File: src/rtl/saleterm_pkg.sv
// Shared sale-terminal definitions: catalogue table, widths and FSM state type.
// The catalogue table is also used by the barcode decode side.
package saleterm_pkg;

    localparam int PRODUCT_COUNT = 12;
    localparam int NUM_DIGITS    = 4;
    localparam int DIGIT_W       = 4;
    localparam int BARCODE_W     = NUM_DIGITS * DIGIT_W;

    localparam logic [3:0] PRODUCT_ID_INVALID = 4'hF;

    // Barcode per ProductID, digit 3 in the top nibble.
    localparam logic [BARCODE_W-1:0] CATALOGUE [PRODUCT_COUNT] = '{
        16'h3124, 16'h4132, 16'h4133, 16'h3121, 16'h3133, 16'h3214,
        16'h2134, 16'h2144, 16'h3112, 16'h4321, 16'h1342, 16'h1213
    };

    typedef enum logic [1:0] {
        ST_IDLE,
        ST_SEND,
        ST_GAP,
        ST_FIN
    } emit_state_e;

endpackage

File: src/rtl/productid2barcode.sv
// Combinational catalogue lookup: ProductID -> 16-bit barcode plus valid flag.
// IDs outside the catalogue return barcode 0 with id_valid low.
module productid2barcode
    import saleterm_pkg::*;
(
    input  logic [3:0]           product_id,
    output logic [BARCODE_W-1:0] barcode,
    output logic                 id_valid
);

    // Linear match keeps the index in range for the unused IDs 12..15.
    always_comb begin
        barcode  = '0;
        id_valid = 1'b0;
        for (int i = 0; i < PRODUCT_COUNT; i++) begin
            if (product_id == 4'(i)) begin
                barcode  = CATALOGUE[i];
                id_valid = 1'b1;
            end
        end
    end

endmodule

File: src/rtl/product_barcode_emitter.sv
// Serial barcode emitter: latches a ProductID's barcode and emits it one digit
// per valid/ready handshake, most significant digit first.
// Optional feature macro: BARCODE_CHECKSUM_EN appends a check digit
// ((d3+d2+d1+d0) mod 4) + 1 after digit 0 and moves digit_last onto it.
//
//   state | meaning
//   IDLE  | waiting for start; rejects out-of-catalogue IDs with id_error
//   SEND  | digit presented, held until digit_ready
//   GAP   | idle spacing after an accepted (non-final) digit
//   FIN   | done pulse, back to IDLE next cycle
module product_barcode_emitter
    import saleterm_pkg::*;
#(
    parameter int unsigned GAP_CYCLES = 0
)
(
    input  logic               clk,
    input  logic               rst_n,
    input  logic               start,
    input  logic [3:0]         product_id,
    output logic [DIGIT_W-1:0] digit_out,
    output logic               digit_valid,
    input  logic               digit_ready,
    output logic               digit_last,
    output logic               busy,
    output logic               done,
    output logic               id_error
);

`ifdef BARCODE_CHECKSUM_EN
    localparam int FRAME_LEN = NUM_DIGITS + 1;
`else
    localparam int FRAME_LEN = NUM_DIGITS;
`endif
    localparam int         GAP_W    = 4;
    localparam logic [2:0] LAST_IDX = 3'(FRAME_LEN - 1);

    emit_state_e          state_q, state_d;
    logic [BARCODE_W-1:0] barcode_q, barcode_d;
    logic [2:0]           idx_q, idx_d;
    logic [GAP_W-1:0]     gap_q, gap_d;
    logic [DIGIT_W-1:0]   digit_out_q, digit_out_d;
    logic                 valid_q, valid_d;
    logic                 last_q, last_d;
    logic                 busy_q, busy_d;
    logic                 done_q, done_d;
    logic                 err_q, err_d;

    logic [BARCODE_W-1:0] rom_barcode;
    logic                 rom_valid;
    logic [2:0]           idx_nxt;

    productid2barcode u_rom (
        .product_id (product_id),
        .barcode    (rom_barcode),
        .id_valid   (rom_valid)
    );

    function automatic logic [DIGIT_W-1:0] digit_at(input logic [BARCODE_W-1:0] bc,
                                                    input logic [2:0] idx);
        logic [DIGIT_W-1:0] d;
`ifdef BARCODE_CHECKSUM_EN
        logic [5:0] sum;
        sum = 6'(bc[15:12]) + 6'(bc[11:8]) + 6'(bc[7:4]) + 6'(bc[3:0]);
`endif
        d = '0;
        case (idx)
            3'd0:    d = bc[15:12];
            3'd1:    d = bc[11:8];
            3'd2:    d = bc[7:4];
            3'd3:    d = bc[3:0];
`ifdef BARCODE_CHECKSUM_EN
            3'd4:    d = {2'b00, sum[1:0]} + 4'd1;
`endif
            default: d = '0;
        endcase
        return d;
    endfunction

    assign idx_nxt = idx_q + 3'd1;

    // Next-state and registered-output computation.
    always_comb begin
        state_d     = state_q;
        barcode_d   = barcode_q;
        idx_d       = idx_q;
        gap_d       = gap_q;
        digit_out_d = digit_out_q;
        valid_d     = valid_q;
        last_d      = last_q;
        busy_d      = busy_q;
        done_d      = 1'b0;
        err_d       = 1'b0;
        case (state_q)
            ST_IDLE: begin
                busy_d  = 1'b0;
                valid_d = 1'b0;
                last_d  = 1'b0;
                if (start) begin
                    if (rom_valid) begin
                        state_d     = ST_SEND;
                        barcode_d   = rom_barcode;
                        idx_d       = 3'd0;
                        digit_out_d = rom_barcode[15:12];
                        valid_d     = 1'b1;
                        busy_d      = 1'b1;
                    end else begin
                        err_d = 1'b1;
                    end
                end
            end
            ST_SEND: begin
                if (valid_q && digit_ready) begin
                    if (idx_q == LAST_IDX) begin
                        state_d = ST_FIN;
                        valid_d = 1'b0;
                        last_d  = 1'b0;
                        done_d  = 1'b1;
                    end else begin
                        idx_d = idx_nxt;
                        if (GAP_CYCLES > 0) begin
                            state_d = ST_GAP;
                            valid_d = 1'b0;
                            last_d  = 1'b0;
                            gap_d   = GAP_W'(GAP_CYCLES - 1);
                        end else begin
                            digit_out_d = digit_at(barcode_q, idx_nxt);
                            last_d      = (idx_nxt == LAST_IDX);
                        end
                    end
                end
            end
            ST_GAP: begin
                if (gap_q == '0) begin
                    state_d     = ST_SEND;
                    valid_d     = 1'b1;
                    digit_out_d = digit_at(barcode_q, idx_q);
                    last_d      = (idx_q == LAST_IDX);
                end else begin
                    gap_d = gap_q - 1'b1;
                end
            end
            ST_FIN: begin
                state_d = ST_IDLE;
                busy_d  = 1'b0;
            end
            default: state_d = ST_IDLE;
        endcase
    end

    // State and output registers; reset abandons any partial frame.
    always_ff @(posedge clk or negedge rst_n) begin
        if (!rst_n) begin
            state_q     <= ST_IDLE;
            barcode_q   <= '0;
            idx_q       <= '0;
            gap_q       <= '0;
            digit_out_q <= '0;
            valid_q     <= 1'b0;
            last_q      <= 1'b0;
            busy_q      <= 1'b0;
            done_q      <= 1'b0;
            err_q       <= 1'b0;
        end else begin
            state_q     <= state_d;
            barcode_q   <= barcode_d;
            idx_q       <= idx_d;
            gap_q       <= gap_d;
            digit_out_q <= digit_out_d;
            valid_q     <= valid_d;
            last_q      <= last_d;
            busy_q      <= busy_d;
            done_q      <= done_d;
            err_q       <= err_d;
        end
    end

    assign digit_out   = digit_out_q;
    assign digit_valid = valid_q;
    assign digit_last  = last_q;
    assign busy        = busy_q;
    assign done        = done_q;
    assign id_error    = err_q;

endmodule

File: config.mk
export PLATFORM = sky130hd
export DESIGN_NAME = product_barcode_emitter
export DESIGN_NICKNAME = d
export VERILOG_FILES = /design/src/rtl/saleterm_pkg.sv /design/src/rtl/productid2barcode.sv /design/src/rtl/product_barcode_emitter.sv
export SDC_FILE = /design/constraint.sdc
export NUM_CORES = 1
export LEC_CHECK = 0
export CAP_MARGIN = 15
export CORE_MARGIN = 10
export CORE_UTILIZATION = 23
export CTS_BUF_LIST = sky130_fd_sc_hd__clkbuf_4 sky130_fd_sc_hd__clkbuf_8 sky130_fd_sc_hd__clkbuf_16
export DETAILED_ROUTE_END_ITERATION = 12
export GPL_ROUTABILITY_DRIVEN = 0
export PLACE_DENSITY = 0.4
export SYNTH_ARGS = -nofsm -noshare
export SYNTH_HDL_FRONTEND = slang
export SYNTH_SLANG_ARGS = --single-unit
File: constraint.sdc
create_clock -name clk -period 2.38 [get_ports clk]
set_clock_uncertainty 0.2 [all_clocks]
set_input_delay 0.476 -clock clk [delete_from_list [all_inputs] [get_ports clk]]
set_output_delay 0.476 -clock clk [all_outputs]
set_load 0.01 [all_outputs]
# After elaboration in Yosys (flattened, before gate mapping)
# Cells that the tools add are included.
# totals
out_inout_bits,9
input_bits,8
romBits,0
register_bits,34
n_memories,0
ramBits,0
latch_bits,0
# classes
reduce_logical,16
eq_ne,26
order_cmp,0
n_bitwise,1
shifts,0
div,0
mul,0
n_mux,60
add_sub_neg,2
# op_table
op,n
$mux 15,11
$pmux 4 s4,2
$mux 1,26
$mux 4,5
$eq 4x3->1 const B,4
$eq 4x4->1 const B,4
$mux 14,1
$eq 3x2->1 const B,4
$mux 3,4
$ne 2x2->1 const B,6
$pmux 4 s3,1
$mux 2,5
$reduce_and 5->1,2
$eq 4x2->1 const B,2
$logic_not 4->1,2
$pmux 2 s4,1
$eq 3x1->1 const B,2
$logic_not 3->1,2
$pmux 1 s3,2
$pmux 3 s2,1
$reduce_and 3->1,2
$reduce_and 6->1,1
$eq 2x2->1 const B,2
$eq 4x1->1 const B,1
other kinds (11),12

# Logic depth before layout (Yosys ltp)
# Gate-level depths: netlist of the first run.
# depth
depth_word,16
ltp_mapped,7
mapped_depth_nobuf,6

# Modules after synthesis
# A second synthesis of the first run with hierarchy kept.
# unflattened
cells_unflattened,207
area_unflattened_um2,2149.6
# by_module_without_submodules
module,seq_area_each_um2,n_inst,cells_per_inst,area_each_um2
product_barcode_emitter,850.8,1,164,1886.8
productid2barcode,0.0,1,43,262.8

# Worst setup path before layout of the first run
# No wires, ideal clock.
# synth_timing
kind,reg2reg
start,reg idx_q[0]
end,reg digit_out_q[0] (netlist: digit_out[0])
t_arrival_ns,1.608
required_ns,2.054
path_buffers,1
path_stages_with_launch,7
setup_slack_ns,0.446
setup_ns,0.126
path_cell_list,dfrtp_1 > ha_1 > ha_1 > clkbuf_1 > a22oi_1 > nand2_1 > o2bb2ai_1
# synth_via
elab_chain_cells,6
elab_cells_between_ends,17
# synth_lines
item,line,source
start: declaration,product_barcode_emitter.sv:40,"logic [2:0] idx_q, idx_d;"
start signal: assignment,product_barcode_emitter.sv:167,idx_q <= idx_d;
$add 3x1->3,product_barcode_emitter.sv:80,assign idx_nxt = idx_q + 3'd1;
$eq 3x2->1 (tied with other cells),product_barcode_emitter.sv:67,case (idx)
$pmux 4 s4,product_barcode_emitter.sv:67,
$mux 4,product_barcode_emitter.sv:114,if (idx_q == LAST_IDX) begin
$mux 4,product_barcode_emitter.sv:113,if (valid_q && digit_ready) begin
$pmux 4 s3,product_barcode_emitter.sv:94,case (state_q)
end signal: assignment,product_barcode_emitter.sv:169,digit_out_q <= digit_out_d;
end: declaration,product_barcode_emitter.sv:42,"logic [DIGIT_W-1:0] digit_out_q, digit_out_d;"
# Several ways; a longest one is shown, not always the timed one. The select of a mux whose other input is x is not followed.
# A chain may end at the register's enable or synchronous reset.

# Final worst setup path of the first run
# Ends and elaborated chain as after synthesis.

==> results of run 1 <==
cell families (layout without fill, tap and decap cells):
logic type      Yosys count  count (layout)
xor+xnor                  2               2
compound gates           68              68
flops                    28              28
other cells               1               1
mux                       6               6
buf+inv                  22              45
simple gates             52              52
fa+ha+maj                15              15
registers in the layout, summed over array words and instances, names as in the netlist, 2 cells and up:
register	flops
barcode_q	11
digit_out	3
gap_q	4
idx_q	3
state_q	2
power by group through the flow:
stage	sequential (µW)	clock, µW	combinational [µW]
floorplan	493	0	43.3
global placement	491	0	93.9
detailed placement	491	0	94.0
CTS	482	324	94.2
global route	482	341	102
finish	481	303	91.3
cell type report:
type                            instances  area (µm²)
Multi-Input combinational cell        144        1040
Tap cell                              102         128
Clock buffer                            4        55.1
Inverter                               12        45.0
Fill cell                             818        5490
Sequential cell                        28         701
Timing Repair Buffer                   29         268
stage by stage:
step / total power [µW] / hold slack [ps] / util / worst slack [ps]
finish: 876 / 302 / 0.290 / 207
global route: 926 / 331 / 0.290 / 105
CTS: 900 / 304 / 0.290 / 220
detailed placement: 585 / 284 / 0.283 / 83.8
global placement: 585 / 282 / 0.283 / 57.8
floorplan: 536 / -19.6 / - / 446
layout by cell type (no fill, tap or decap), types with 2 or more instances in the layout:
cell type,n
nor2b_1,2
a21o_1,3
nor2_1,7
a222oi_1,3
nand2b_1,5
buf_4,13
dfrtp_1,28
clkbuf_8,4
nor3b_1,2
o21ai_0,13
nand3_1,4
mux2i_1,2
a221oi_1,2
o211ai_1,3
a211oi_1,3
a21oi_1,10
nand2_1,23
o2bb2ai_1,5
ha_1,15
o22a_1,2
or3_1,2
clkdlybuf4s50_1,15
a31oi_1,3
mux2_2,4
a21bo_2,2
nor4_1,2
o31ai_1,2
a22oi_1,7
inv_1,12
Yosys cell counts (all sizes together), types with 4 or more instances:
cell,number,area share
a211oi,4,0.023
a21oi,11,0.032
a22oi,7,0.029
buf,8,0.022
dfrtp,28,0.38
ha,15,0.10
inv,12,0.025
mux2,4,0.025
nand2,23,0.047
nand2b,5,0.017
nand3,4,0.011
nor2,7,0.014
o21ai,13,0.035
o2bb2ai,5,0.024
metal layers:
metal,global-route usage,up-vias
met1,0.0987,713
met3,0.0170,2
met4,0.0251,0
li1,-,756
met2,0.126,13
met5,0,-
worst paths after layout:
kind | endpoint | slack (ps) | cells after the start
worst max-delay path | digit_out[0] | 210 | 6
worst min-delay path | busy | 300 | 2
worst max register to register | digit_out[0] | 210 | 6
worst min register to register | busy | 300 | 2
max in group asynchronous | digit_out[1] | 1320 | 2
min in group asynchronous | idx_q[1] | 370 | 2
critical path: stages (launching register included):
cell and delay (ps):
dfrtp_1 490, inv_1 140, ha_1 290, a222oi_1 350, o21ai_0 120, a211oi_1 340, o2bb2ai_1 120
==> flow_summary.json, run 1 <==
{
  "status": "finished clean",
  "ys_warn_count": 0,
  "rsz0062_at_grt": "no",
  "worstReg2RegStart": "idx_q[0]",
  "synthMuxAreaShare": 0.0354,
  "end_kind": "flop",
  "synth-seq-cells": 28,
  "wl_met3_um": 105,
  "grt_pass1_wl_um": 7430,
  "fp-row-count": 32,
  "final.setup.tns_ps": 0,
  "grt.total_usage": 0.0770,
  "dp_hpwl_um": 3410,
  "synth_simple_gate_area_frac": 0.142,
  "met2WireLength_um": 2040,
  "grt_pass1_vias": 1526,
  "vias": 1484,
  "cp-start-kind": "flop",
  "cts_root_buf": "clkbuf_8",
  "synth_top_family_by_area": "compound AO/OA/AOI/OAI gates",
  "seq_area_frac_synth": 0.382,
  "synth-edff-count": 0,
  "postCtsSetupBuffers": 0,
  "nets": 241,
  "cts_buffer_depth": 2,
  "worstPathArrival_ps": 2130,
  "ctsHoldBuffers": 0,
  "ys_types": 48,
  "p_leak_uw": 0.000999,
  "slew_viol_final": 0,
  "power_density_nw_per_um2": 391,
  "setup_viol": 0,
  "cts_sinks": 28,
  "hold_viol": 0,
  "syn-num-nets": 217,
  "hp-start": "busy",
  "grt_max_degree": 29,
  "pin_count": 17,
  "antenna_cells": 0,
  "wl_met1_um": 2250,
  "syn_area_um2": 1840,
  "area_growth_pct": 21.9,
  "ctsResizeCount": 0,
  "drc": 0,
  "hold_class": "reg2reg",
  "cap_viol_max_count": 0,
  "finalCriticalPeriod_ps": 2170,
  "ant_nets": 0,
  "synth_compound_area_frac": 0.277,
  "clk_pin_slew_ps": 100,
  "drt_iter0_markers": 35,
  "min_period_over_period": 0.913,
  "ir_worst_vdd_mv": 0.184,
  "start_util": 0.238,
  "syn_inst": 194,
  "cts_buffers": 3,
  "design_area_um2": 2240,
  "routedWlPerCell_um": 13.9,
  "critPathKind": "reg2reg",
  "top_layer": "met4",
  "switching_share": 0.233,
  "finalWirelength_um": 4440,
  "power_frac_comb": 0.104,
  "synth_flop_cell": "dfrtp_1",
  "antenna_found_initial": 0,
  "overflow": 0,
  "async_flop_share": 1.00,
  "die_w_um": 109,
  "drt_pass1_iterations": 6,
  "h-tree-depth": 1,
  "clk_latency_ps": 280,
  "avgSynthCellArea_um2": 9.46,
  "final_cells": 319,
  "intPower_uw": 671,
  "fmax_mhz": 460,
  "power_frac_clock": 0.346,
  "port-buffer-count": 15,
  "die-area_um2": 12000,
  "drive_gt1_frac": 0.147,
  "chipHeight_um": 109,
  "seq_power_share": 0.550,
  "synthAdderAreaFrac": 0.102,
  "cp-startpoint": "idx_q[0]",
  "avgViaCountPerCell": 4.65,
  "synth_xor_area_frac": 0.00954,
  "cts_tree": "built",
  "path_max_fanout": 7,
  "dp.cells": 315,
  "p_switching_uw": 204,
  "core_region_area_um2": 7730,
  "placed_area_um2": 2180,
  "worst_ep_required_time_ps": 2340
}
Note: power is estimated with default switching activity, not from simulation.
==> run 2, diff against run 1 <==
Settings changed: CTS_CLUSTER_SIZE from default to 24.
Clock period 2.38 ns to 2 ns, I/O delays scaled along.
==> run 2 against run 1 <==
- maximum frequency up 12%
- register-to-register slack lost 140 ps
- flip-flop and latch count unchanged
- wire length grew 6.1%
- sequential power increased by 19%
- via count rose by 7.3%
- critical path depth grew 1
- clock power is 20% higher
- core utilization up 3.3 points
- sequential share of layout area fell by 3.1 points
- worst hold slack got worse by 10 ps
- critical endpoint is now digit_valid
==> flow_summary.json, run 2 (synthesized netlist as in run 1, its figures left out) <==
{
  "design_area_um2": 2490,
  "antenna_cells": 0,
  "cp_num_buf_inv": 2,
  "core_region_area_um2": 7730,
  "hold_viol": 0,
  "fmax_mhz": 517,
  "grt_pass1_wl_um": 7860,
  "nets": 269,
  "h-tree-depth": 1,
  "clk_latency_ps": 280,
  "critical-path-top-delay-family": "compound AO/OA/AOI/OAI gates",
  "regArea_um2": 703,
  "finalCriticalPeriod_ps": 1940,
  "port-buffer-count": 15,
  "finalWirelength_um": 4710,
  "drt_iter0_markers": 85,
  "top_register": "barcode_q",
  "fp-row-count": 32,
  "critPathKind": "reg2reg",
  "final.setup.tns_ps": 0,
  "worstPathArrival_ps": 1930,
  "cts_sinks": 28,
  "p_leak_uw": 0.00112,
  "dp_hpwl_um": 3640,
  "reg_top3": "barcode_q x11, gap_q x4",
  "slowest_delay_ps": 400,
  "largest_reg_flops": 11,
  "clk_pin_slew_ps": 100,
  "grt_pass1_vias": 1578,
  "pin_count": 17,
  "drt_pass1_iterations": 4,
  "antenna_found_initial": 0,
  "cap_viol_max_count": 0,
  "p_switching_uw": 248,
  "power_uw": 1060,
  "area_growth_pct": 35.9,
  "grt_max_degree": 29,
  "crit_slowest_cell": "or3b_4",
  "placed_area_um2": 2350,
  "seq_power_share": 0.542,
  "layout_commonest_cell": "buf_4",
  "cp-start-kind": "flop",
  "vias": 1592,
  "path_max_fanout": 7,
  "multi_input_area_um2": 1090,
  "worst_ep_required_time_ps": 2000,
  "die-area_um2": 12000,
  "cts_tree": "built",
  "overflow": 0,
  "switching_share": 0.235,
  "grt.total_usage": 0.0811,
  "avgViaCountPerCell": 4.59,
  "drc": 0,
  "status": "finished clean",
  "fill_cells": 811,
  "power_frac_clock": 0.343,
  "min_period_over_period": 0.968,
  "end_kind": "flop",
  "hold_class": "in2async",
  "intPower_uw": 809,
  "die_w_um": 109,
  "start_util": 0.238,
  "routedWlPerCell_um": 13.6,
  "final_cell_mix": "40 x buf_4, 26 x dfrtp_1, 22 x nand2_1",
  "power_density_nw_per_um2": 424,
  "crit_chain": "inv_1 > ha_2 > or3b_4 > a211oi_4 > buf_6 > a21oi_1 > a31oi_1",
  "chipHeight_um": 109,
  "ir_worst_vdd_mv": 0.147,
  "slew_viol_final": 0,
  "cts_buffer_depth": 2,
  "cts_buffers": 3,
  "power_frac_comb": 0.114,
  "rsz0062_at_grt": "yes",
  "ant_nets": 0,
  "setup_viol": 0,
  "drive_gt1_frac": 0.310,
  "cts_root_buf": "clkbuf_8"
}
-- run 2: timing repair --
item,4_1_cts,5_1_grt
pin swaps,2,5
setup endpoints to repair,5,6
hold buffers,0,0
gates cloned,0,0
setup buffers,2,2
resized for setup,5,17
-- run 2: path summary, 6_finish.rpt --
check	startpoint	slack, ps	depth (start not counted)	to
min in group clk	digit_out[2]	300	1	digit_out[2]
min reg2reg	digit_out[2]	300	1	digit_out[2]
min	rst_n	290	2	idx_q[1]
max in group asynchronous	rst_n	1020	2	barcode_q[0]
max	gap_q[0]	60	7	digit_valid
max reg2reg	gap_q[0]	60	7	digit_valid
-- run 2: worst register-to-register path: cells and delay by family, from the launching register on --
| kind | cells | cell delay, ps |
|---|---|---|
| AO/OA/AOI/OAI | 3 | 470 |
| AND/OR/NAND/NOR | 1 | 400 |
| flip-flops | 1 | 390 |
| buffers and inverters | 2 | 210 |
| adder cells (fa/ha/maj) | 1 | 180 |
-- run 2: area by class of cell --
class,count,area share
well taps,102,0.0512
flip-flops and latches,28,0.282
clock buffers,4,0.0221
repair buffers,57,0.190
inverters,12,0.0181
multi-input cells,144,0.437
-- run 2: routing by layer --
metal	share of wire	wire [µm]	global-route usage
met1	0.49	2320	0.102
met2	0.48	2250	0.137
met3	0.019	91	0.0170
met4	0.012	55	0.0223
met5	0	0	0
-- run 2: metrics by stage --
step / util / std cells / setup WS, ps / hold slack, ps
finish: 0.323 / 347 / 64.3 / 292
global route: 0.323 / 347 / -24.3 / 332
CTS: 0.316 / 345 / -15.7 / 308
detailed placement: 0.304 / 339 / -143 / 284
global placement: 0.304 / 339 / -184 / 283
floorplan: - / 194 / 66.5 / -95.6
-- run 2: power groups by stage --
stage / clock network (µW) / logic, µW / registers (µW)
after floorplan: 0 / 51.5 / 586
after global placement: 0 / 123 / 584
after detailed placement: 0 / 123 / 584
after CTS: 380 / 124 / 573
after global routing: 402 / 133 / 574
final: 363 / 121 / 573
==> run 3, diff against run 2 <==
Settings changed: SETUP_SLACK_MARGIN from default to 0.5.
==> run 3 against run 2 <==
- core utilization grew 3.4 points
- combinational power grew 11%
- cell area increased by 11%
- critical path depth is the same
- first-iteration DRC count decreased by 12%
- register-to-register slack worse by 30 ps
- clock power grew 28%
- maximum frequency shrank 1.4%
- power rose by 11%
- via count increased by 3.9%
- setup slack worse by 27 ps
- wire length rose by 7.1%
- critical path type unchanged
- largest power group unchanged
==> flow_summary.json, run 3 (synthesized netlist as in run 1, its figures left out) <==
{
  "slew_viol_final": 0,
  "antenna_found_initial": 0,
  "finalCriticalPeriod_ps": 1960,
  "clk_latency_ps": 280,
  "worst_ep_required_time_ps": 2010,
  "die_w_um": 109,
  "cts_root_buf": "clkbuf_8",
  "grt_pass1_wl_um": 8340,
  "chipHeight_um": 109,
  "cap_viol_max_count": 0,
  "hold_viol": 0,
  "busiest_layer": "met1",
  "nets": 276,
  "end_kind": "flop",
  "cts_tree": "built",
  "cts_sinks": 28,
  "power_density_nw_per_um2": 424,
  "setup_viol": 0,
  "overflow": 0,
  "cp-start-kind": "flop",
  "drt_pass1_iterations": 4,
  "status": "finished clean",
  "fin_util": 0.357,
  "pin_count": 17,
  "grtUsageMet1": 0.130,
  "antenna_cells": 0,
  "routedWlPerCell_um": 14.2,
  "die-area_um2": 12000,
  "layout_commonest_cell": "buf_4",
  "vias": 1654,
  "ctsHoldBuffers": 0,
  "met3_usage": 0.0111,
  "ir_worst_vdd_mv": 0.222,
  "drt_iter0_markers": 75,
  "ant_nets": 0,
  "dp_hpwl_um": 3610,
  "cts_buffers": 3,
  "grt_use_met2": 0.119,
  "p_leak_uw": 0.00124,
  "grt.total_usage": 0.0857,
  "reg_top3": "barcode_q x11, gap_q x4",
  "start_util": 0.238,
  "hold_class": "in2async",
  "final.setup.tns_ps": 0,
  "fmax_mhz": 509,
  "worstPathArrival_ps": 1980,
  "path_max_fanout": 4,
  "finalWirelength_um": 5040,
  "area_growth_pct": 50.4,
  "avgViaCountPerCell": 4.67,
  "fp-row-count": 32,
  "rsz0062_at_grt": "yes",
  "critPathKind": "reg2reg",
  "cts_buffer_depth": 2,
  "final_cell_mix": "36 x buf_4, 25 x dfrtp_1, 17 x nand2_1",
  "grt_max_degree": 29,
  "port-buffer-count": 15,
  "top_register": "barcode_q",
  "drc": 0,
  "min_period_over_period": 0.982,
  "grt_pass1_vias": 1622,
  "h-tree-depth": 1,
  "core_region_area_um2": 7730,
  "clk_pin_slew_ps": 110,
  "largest_reg_flops": 11,
  "drive_gt1_frac": 0.448
}
## run 3: cell count changes in the layout (fill, tap and decap cells not counted), moves of 4 or more
cell and delta:
clkdlybuf4s50_1 -12, nand2_1 -5, buf_6 +8, ha_4 +4, o21ai_0 -4, buf_2 +7
dlygate4sd2_1 +4, ha_2 -4, buf_4 -4
## run 3: layer usage
| layer | up-vias | share of wire | wire [µm] |
|---|---|---|---|
| met2 | 16 | 0.42 | 2120 |
| met1 | 806 | 0.55 | 2760 |
| met3 | 2 | 0.022 | 109 |
| met4 | 0 | 0.011 | 54 |
| li1 | 830 | - | - |
| met5 | - | 0 | 0 |
## run 3: per-stage QoR
stage / setup WS, ps / power (µW) / hold WS [ps] / cell area [µm²] / cells
after floorplan: 144 / 643 / -95.6 / 1930 / 194
after global placement: -176 / 717 / 282 / 2440 / 338
after detailed placement: -147 / 715 / 273 / 2440 / 338
after CTS: 41.9 / 1190 / 294 / 2680 / 353
after global routing: -34.4 / 1220 / 323 / 2760 / 354
final: 37.0 / 1170 / 286 / 2760 / 354
## run 3: layout make-up
| type | count | area (µm²) |
|---|---|---|
| Sequential cell | 28 | 704 |
| Multi-Input combinational cell | 145 | 1280 |
| Clock inverter | 1 | 30.0 |
| Timing Repair Buffer | 63 | 528 |
| Clock buffer | 3 | 41.3 |
| Inverter | 12 | 45.0 |
| Fill cell | 778 | 4970 |
| Tap cell | 102 | 128 |
## run 3: repair_timing
| action | 4_1_cts | 5_1_grt |
|---|---|---|
| endpoints found under the setup margin | 35 | 28 |
| gates cloned | 2 | 0 |
| gates resized for setup | 69 | 20 |
| setup buffers | 9 | 1 |
| pin swaps | 17 | 11 |
| hold endpoints to repair | 0 | 0 |
## run 3: final timing paths
kind | end | startpoint | cells past startpoint | slack, ps
max reg2reg | digit_out[0] | gap_q[0] | 7 | 40
min in group clk | gap_q[3] | gap_q[3] | 1 | 300
max in group asynchronous | idx_q[0] | rst_n | 2 | 1010
min reg2reg | gap_q[3] | gap_q[3] | 1 | 300
min | idx_q[2] | rst_n | 2 | 290
max | digit_out[0] | gap_q[0] | 7 | 40
## run 3: worst max-delay path, cell delays in order (launching register included)
cell and delay [ps]:
dfrtp_1 390, inv_1 60, ha_2 170, or3b_4 410, a211oi_4 270, buf_6 160
o211ai_1 80, o2bb2ai_1 150
## run 3: power breakdown
| part | leakage (µW) | switching (µW) | internal, µW | total [µW] |
|---|---|---|---|---|
| sequential | 0.000373 | 2.84 | 570 | 573 |
| combinational | 0.000833 | 71.6 | 62.3 | 134 |
| clock | 0.0000357 | 196 | 268 | 464 |
